## config.mk

```make
export PLATFORM = sky130hd
export DESIGN_NAME = link_tx
export DESIGN_NICKNAME = d
export VERILOG_FILES = /design/src/rtl/link_tx.sv
export SDC_FILE = /design/constraint.sdc
export NUM_CORES = 1
export LEC_CHECK = 0
export BUFFER_PORTS_ARGS = -buffer_cell sky130_fd_sc_hd__buf_4
export CORE_MARGIN = 4
export CORE_UTILIZATION = 44
export CTS_BUF_LIST = sky130_fd_sc_hd__clkbuf_4
export DETAILED_ROUTE_END_ITERATION = 12
export PLACE_DENSITY = 0.78
export SYNTH_ARGS = -nofsm -noshare
export SYNTH_HDL_FRONTEND = slang
export SYNTH_SLANG_ARGS = --single-unit
```

## constraint.sdc

```tcl
create_clock -name clk -period 2.2 [get_ports clk]
set_clock_uncertainty 0.15 [all_clocks]
set_input_delay 0.44 -clock clk [delete_from_list [all_inputs] [get_ports clk]]
set_output_delay 0.44 -clock clk [all_outputs]
set_load 0.05 [all_outputs]
```

## src/rtl/link_tx.sv

```systemverilog
// rtl/link_tx.sv - credit-based link transmitter draining a show-ahead port FIFO
//
// Reads flits from the port's show-ahead output FIFO and drives them onto the
// inter-router link one cycle after the pop. It pops only while enabled, the
// FIFO is non-empty and at least one downstream credit is available.
//
// Ports:
//   clk, reset      - clock; synchronous active-high reset
//   enable          - transmit enable; gates new pops only
//   fifo_empty      - FIFO empty flag
//   fifo_dout       - FIFO head, valid while fifo_empty=0
//   fifo_pop        - combinational pop request to the FIFO
//   credit_return   - one-cycle pulse, downstream freed one slot
//   link_valid      - registered flit valid
//   link_data       - registered flit data, held when no pop
//   credit_count    - available downstream credits
//   credit_err      - sticky: credit returned while already full
//   flits_sent      - wrapping count of transmitted flits
module link_tx #(
  parameter int DATA_WIDTH = 32,
  parameter int CREDITS    = 5,
  parameter int CW         = $clog2(CREDITS + 1)
) (
  input  logic                  clk,
  input  logic                  reset,
  input  logic                  enable,
  input  logic                  fifo_empty,
  input  logic [DATA_WIDTH-1:0] fifo_dout,
  output logic                  fifo_pop,
  input  logic                  credit_return,
  output logic                  link_valid,
  output logic [DATA_WIDTH-1:0] link_data,
  output logic [CW-1:0]         credit_count,
  output logic                  credit_err,
  output logic [15:0]           flits_sent
);

  localparam logic [CW-1:0] CREDITS_MAX = CW'(CREDITS);

  logic                  link_valid_q, link_valid_d;
  logic [DATA_WIDTH-1:0] link_data_q, link_data_d;
  logic [CW-1:0]         credit_q, credit_d;
  logic                  credit_err_q, credit_err_d;
  logic [15:0]           flits_sent_q, flits_sent_d;

  always_comb begin
    // Pop depends only on registered credits, so a credit returned this cycle
    // becomes usable next cycle and there is no path from credit_return.
    fifo_pop = enable & ~fifo_empty & (credit_q != '0) & ~reset;

    link_valid_d = fifo_pop;
    link_data_d  = fifo_pop ? fifo_dout : link_data_q;
    flits_sent_d = flits_sent_q + 16'(fifo_pop);

    credit_d     = credit_q;
    credit_err_d = credit_err_q;
    case ({fifo_pop, credit_return})
      2'b10: credit_d = credit_q - CW'(1);
      2'b01: begin
        // A return while already full saturates and latches the error.
        if (credit_q == CREDITS_MAX) begin
          credit_err_d = 1'b1;
        end else begin
          credit_d = credit_q + CW'(1);
        end
      end
      default: credit_d = credit_q;
    endcase
  end

  always_ff @(posedge clk) begin
    if (reset) begin
      link_valid_q <= 1'b0;
      link_data_q  <= '0;
      credit_q     <= CREDITS_MAX;
      credit_err_q <= 1'b0;
      flits_sent_q <= '0;
    end else begin
      link_valid_q <= link_valid_d;
      link_data_q  <= link_data_d;
      credit_q     <= credit_d;
      credit_err_q <= credit_err_d;
      flits_sent_q <= flits_sent_d;
    end
  end

  assign link_valid   = link_valid_q;
  assign link_data    = link_data_q;
  assign credit_count = credit_q;
  assign credit_err   = credit_err_q;
  assign flits_sent   = flits_sent_q;

endmodule

```

# After elaboration in Yosys (flattened, before gate mapping)

Cells that the tools add are included.
W data, S select, Z words.

Register bits after elaboration: 53
Input port bits: 37
Logic and storage cells: 23

Add/sub/neg operators: 3
Equal/unequal tests: 4
Multiplexer cells: 2
Bitwise logic cells: 5
Reductions and logical operators: 4

Operators with widths:

| kind                  | number |
|---|---|
| $add A16 B1 Y16       | 1 |
| $pmux W3 S2           | 1 |
| $reduce_and A2 Y1     | 2 |
| $add A3 B1 Y3 const B | 1 |
| $and A1 B1 Y1         | 3 |
| $eq A3 B3 Y1 const B  | 1 |
| $mux W3               | 1 |
| $reduce_bool A3 Y1    | 1 |
| $sub A3 B1 Y3 const B | 1 |
| $eq A2 B1 Y1 const B  | 1 |
| $eq A2 B2 Y1 const B  | 1 |
| $ne A2 B2 Y1 const B  | 1 |
| $not A1 Y1            | 2 |
| $reduce_bool A2 Y1    | 1 |

# Depth between registers and ports, before layout

Word-level depth: 7
Gate-level depth with buffers: 10

# Worst setup path after synthesis

No wires, ideal clock.

Path type: reg-to-reg
From: register credit_q[0] (netlist: credit_count[0])
To: register flits_sent_q[14] (netlist: flits_sent[14])
Setup time: 0.128 ns
Arrival time: 2.517 ns
Data required time: 1.922 ns
Setup slack: -0.594 ns
Cell stages (with the launch flop): 11
Clock period less this slack: 2.794 ns
Cell sequence: dfxtp_1 -> or3_1 -> nand2_2 -> inv_2 -> buf_2 -> ha_1 -> ha_1 -> nand4_2 -> nor4_1 -> xnor2_1 -> nor2_1

Cells in the longest elaborated chain, start to end: 4

Ends and longest elaborated chain:

| what                       | RTL line | text |
|---|---|---|
| start, declared            | 42       | `logic [CW-1:0] credit_q, credit_d;` |
| start signal, assigned     | 81       | `credit_q <= credit_d;` |
| $reduce_bool A3 Y1         | 49       | `fifo_pop = enable & ~fifo_empty & (credit_q != '0) & ~reset;` |
| $and A1 B1 Y1 (2 in a row) | 49       |  |
| net fifo_pop               | 29       | `output logic fifo_pop,` |
| $add A16 B1 Y16            | 53       | `flits_sent_d = flits_sent_q + 16'(fifo_pop);` |
| end signal, assigned       | 83       | `flits_sent_q <= flits_sent_d;` |
| end, declared              | 44       | `logic [15:0] flits_sent_q, flits_sent_d;` |

The timed path passes the listed nets, and every way through them passes these cells.
A chain may end at the register's enable or synchronous reset.

# Worst setup path in the final report

From: register credit_q[1] (netlist: credit_count[1])
To: output port fifo_pop

Cells in the longest elaborated chain, start to end: 3

Ends and longest elaborated chain:

| what                       | RTL line |
|---|---|
| $reduce_bool A3 Y1         | 49 |
| $and A1 B1 Y1 (2 in a row) | 49 |
| end, declared              | 29 |

No other way between the ends.

==> impl_metrics.json <==
{
  "die_area_um2": 5982,
  "p_per_area_nw_per_um2": 609.4,
  "crit_path_end_kind": "output pin",
  "cts_max_path_buffers": 2,
  "via_per_inst": 4.894,
  "gr-total-overflow": 0,
  "htree_levels": 2,
  "synth.top_cell.area_share_pct": 50.15,
  "async_reset_ff_share_pct": 0,
  "firstDrtPassIters": 4,
  "chipWidth_um": 77.35,
  "stdcell_count": 397,
  "synth_area_per_cell_um2": 8.497,
  "outcome": "finished clean",
  "hold_class": "input port to register",
  "drive_gt1_share_pct": 35.94,
  "io_pins": 91,
  "fmax_mhz": 469.3,
  "finalWirelength_um": 5217,
  "path_clk_slew_ns": 0.14,
  "finalWeightedCongestion": 0.8030,
  "ys_types": 33,
  "hold_viol": 0,
  "hold_buffers": 0,
  "fin_setup_tns_ns": 0,
  "syn_area_um2": 2116,
  "root_buffer": "clkbuf_4",
  "cp.required_ns": 1.61,
  "setup_viol": 0,
  "worst_setup_path_start_kind": "register",
  "core_area_um2": 4504,
  "synth_most_common_cell": "nand2_1",
  "ir_drop_uv": 396.7,
  "clock-sinks": 53,
  "fin_util_pct": 66.28,
  "drv_cap": 0,
  "yosys_warnings": 0,
  "cp_slowest_cell": "or3_1",
  "p_leak_nw": 1.283,
  "ys_ff_latch": 53,
  "worstHoldPathCells": 3,
  "syn_nets": 290,
  "fin_crit_sh_pct": 96.86,
  "syn_to_final_growth_pct": 41.10,
  "slew_headroom_pct": 62.60,
  "fin_crit_ns": 2.131,
  "crit_chain": "or3_1 -> nand2_2 -> inv_4 -> buf_12 -> buf_12",
  "placed_cells": 383,
  "tightest_slew_ns": 0.5610,
  "grt_pass1_vias": 1709,
  "synth_edf_count": 0,
  "cts_tree": "built",
  "numPortBuffers": 90,
  "rows": 24,
  "track_usage_pct": 16.65,
  "cp_common_cell": "buf_12",
  "grt_setup_unrepaired": "false",
  "postRouteAntennaNets": 0,
  "regArea_um2": 1072,
  "drt_iter0_markers": 95,
  "multi_input_comb_area_um2": 965.9,
  "n_antenna_cell": 0,
  "antenna_found_initial": 0,
  "synthFlopType": "dfxtp_1",
  "drc": 0,
  "slowest_delay_ns": 0.37,
  "hpwl_um": 3607,
  "nets": 386,
  "initial_core_util_pct": 46.97,
  "grt_pass1_wl_um": 8245,
  "finalMaxSlewViolations": 0,
  "synth_commonest_cells": "70 x nand2_1, 53 x dfxtp_1, 34 x a21oi_1",
  "grt_start_max_net_pins": 57,
  "crit_type": "register to output pin",
  "cp_max_fo": 14,
  "reg2reg_depth": 8,
  "die_y_um": 77.35,
  "yosysTopAreaCell": "dfxtp_1",
  "wl_per_cell_um": 13.14,
  "clock_latency_ns": 0.36,
  "cp.arrival_ns": 1.54,
  "seq_area_frac_synth_pct": 50.15,
  "vias": 1943,
  "fillers": 400,
  "ys_top_cells_by_area": "dfxtp_1 50%, nand2_1 12%, a21oi_1 8.0%",
  "syn_inst": 249,
  "cts_buffers": 5
}
==> repair_timing <==
action | 4_1_cts | 5_1_grt
setup buffers | 2 | 4
cloned | 0 | 1
setup endpoints to repair | 1 | 1
pin swaps | 0 | 0
resized for setup | 4 | 2
endpoints found under the hold margin | 0 | 0
==> worst max-delay path: cells and delay by family (launching register included) <==
family / cells / cell delay (ns)
buf+inv: 3 / 0.34
flops: 1 / 0.36
simple gates: 2 / 0.47
==> cell usage in the layout, fill, tap and decap left out, types with 3 or more instances in the layout <==
| master | n |
|---|---|
| buf_4 | 99 |
| clkbuf_4 | 6 |
| mux2i_1 | 3 |
| nor2b_1 | 5 |
| dfxtp_4 | 3 |
| nand2_1 | 69 |
| a21oi_1 | 34 |
| nand3_1 | 6 |
| or3_1 | 3 |
| dfxtp_1 | 50 |
| xnor2_1 | 10 |
| nor3_1 | 5 |
| inv_1 | 5 |
| nor2_1 | 18 |
==> registers in the layout, indices dropped and copies added (netlist names) <==
register	count
link_data	32
credit_count	3
flits_sent	16
link_valid	1
credit_err	1
==> worst paths after layout <==
check | from | end | slack (ns)
setup / recovery | credit_count[1]$_SDFFE_PP0P_ | fifo_pop | 0.07
hold / removal | fifo_dout[31] | link_data[31]$_SDFFE_PP0P_ | 0.16
setup reg to reg | credit_count[1]$_SDFFE_PP0P_ | credit_count[2]$_SDFFE_PP1P_ | 0.15
hold reg to reg | link_data[28]$_SDFFE_PP0P_ | link_data[28]$_SDFFE_PP0P_ | 0.31
==> cell families (layout without fill, tap and decap cells) <==
group                    count (synthesis)  after routing  share of synthesized area, %
multiplexers                             5              5                         2.661
adder cells (fa/ha/maj)                  4              4                         2.721
buffers and inverters                   19            115                         4.849
XOR/XNOR                                12             12                         4.967
AO/OA/AOI/OAI                           38             38                         9.580
AND/OR/NAND/NOR                        118            118                         25.07
flip-flops                              53             53                         50.15
==> cell type report <==
type	count	share of cell area, %
multi-input cells	177	32.36
clock inverters	1	0.1257
repair buffers	102	27.07
well taps	52	2.179
flip-flops and latches	53	35.92
clock buffers	6	1.509
inverters	6	0.8382
==> layer usage <==
metal	GRT usage (%)	routed length (um)	vias to the layer above
met2	28.50	2644	54
met5	0	0	-
met1	19.56	2137	887
met4	3.203	6	0
li1	-	-	1000
met3	7.176	428	2
==> per-stage QoR <==
step | hold slack (ns) | cell area, um2 | worst slack, ns | power, mW
2_1_floorplan | 0.4260 | 2158 | -0.01911 | 1.281
3_3_place_gp | 0.2924 | 2841 | 0.02707 | 1.401
3_5_place_dp | 0.2966 | 2841 | -0.03410 | 1.409
4_1_cts | 0.1335 | 2922 | 0.008326 | 1.837
5_1_grt | 0.1260 | 2985 | 0.004762 | 1.918
6_report | 0.1553 | 2985 | 0.06911 | 1.819
==> power by group <==
| group | internal (mW) | switching, mW | total [mW] |
|---|---|---|---|
| combinational | 0.157 | 0.234 | 0.391 |
| clock | 0.129 | 0.283 | 0.413 |
| sequential | 0.997 | 0.0187 | 1.02 |
(Power assumes the default switching activity.)
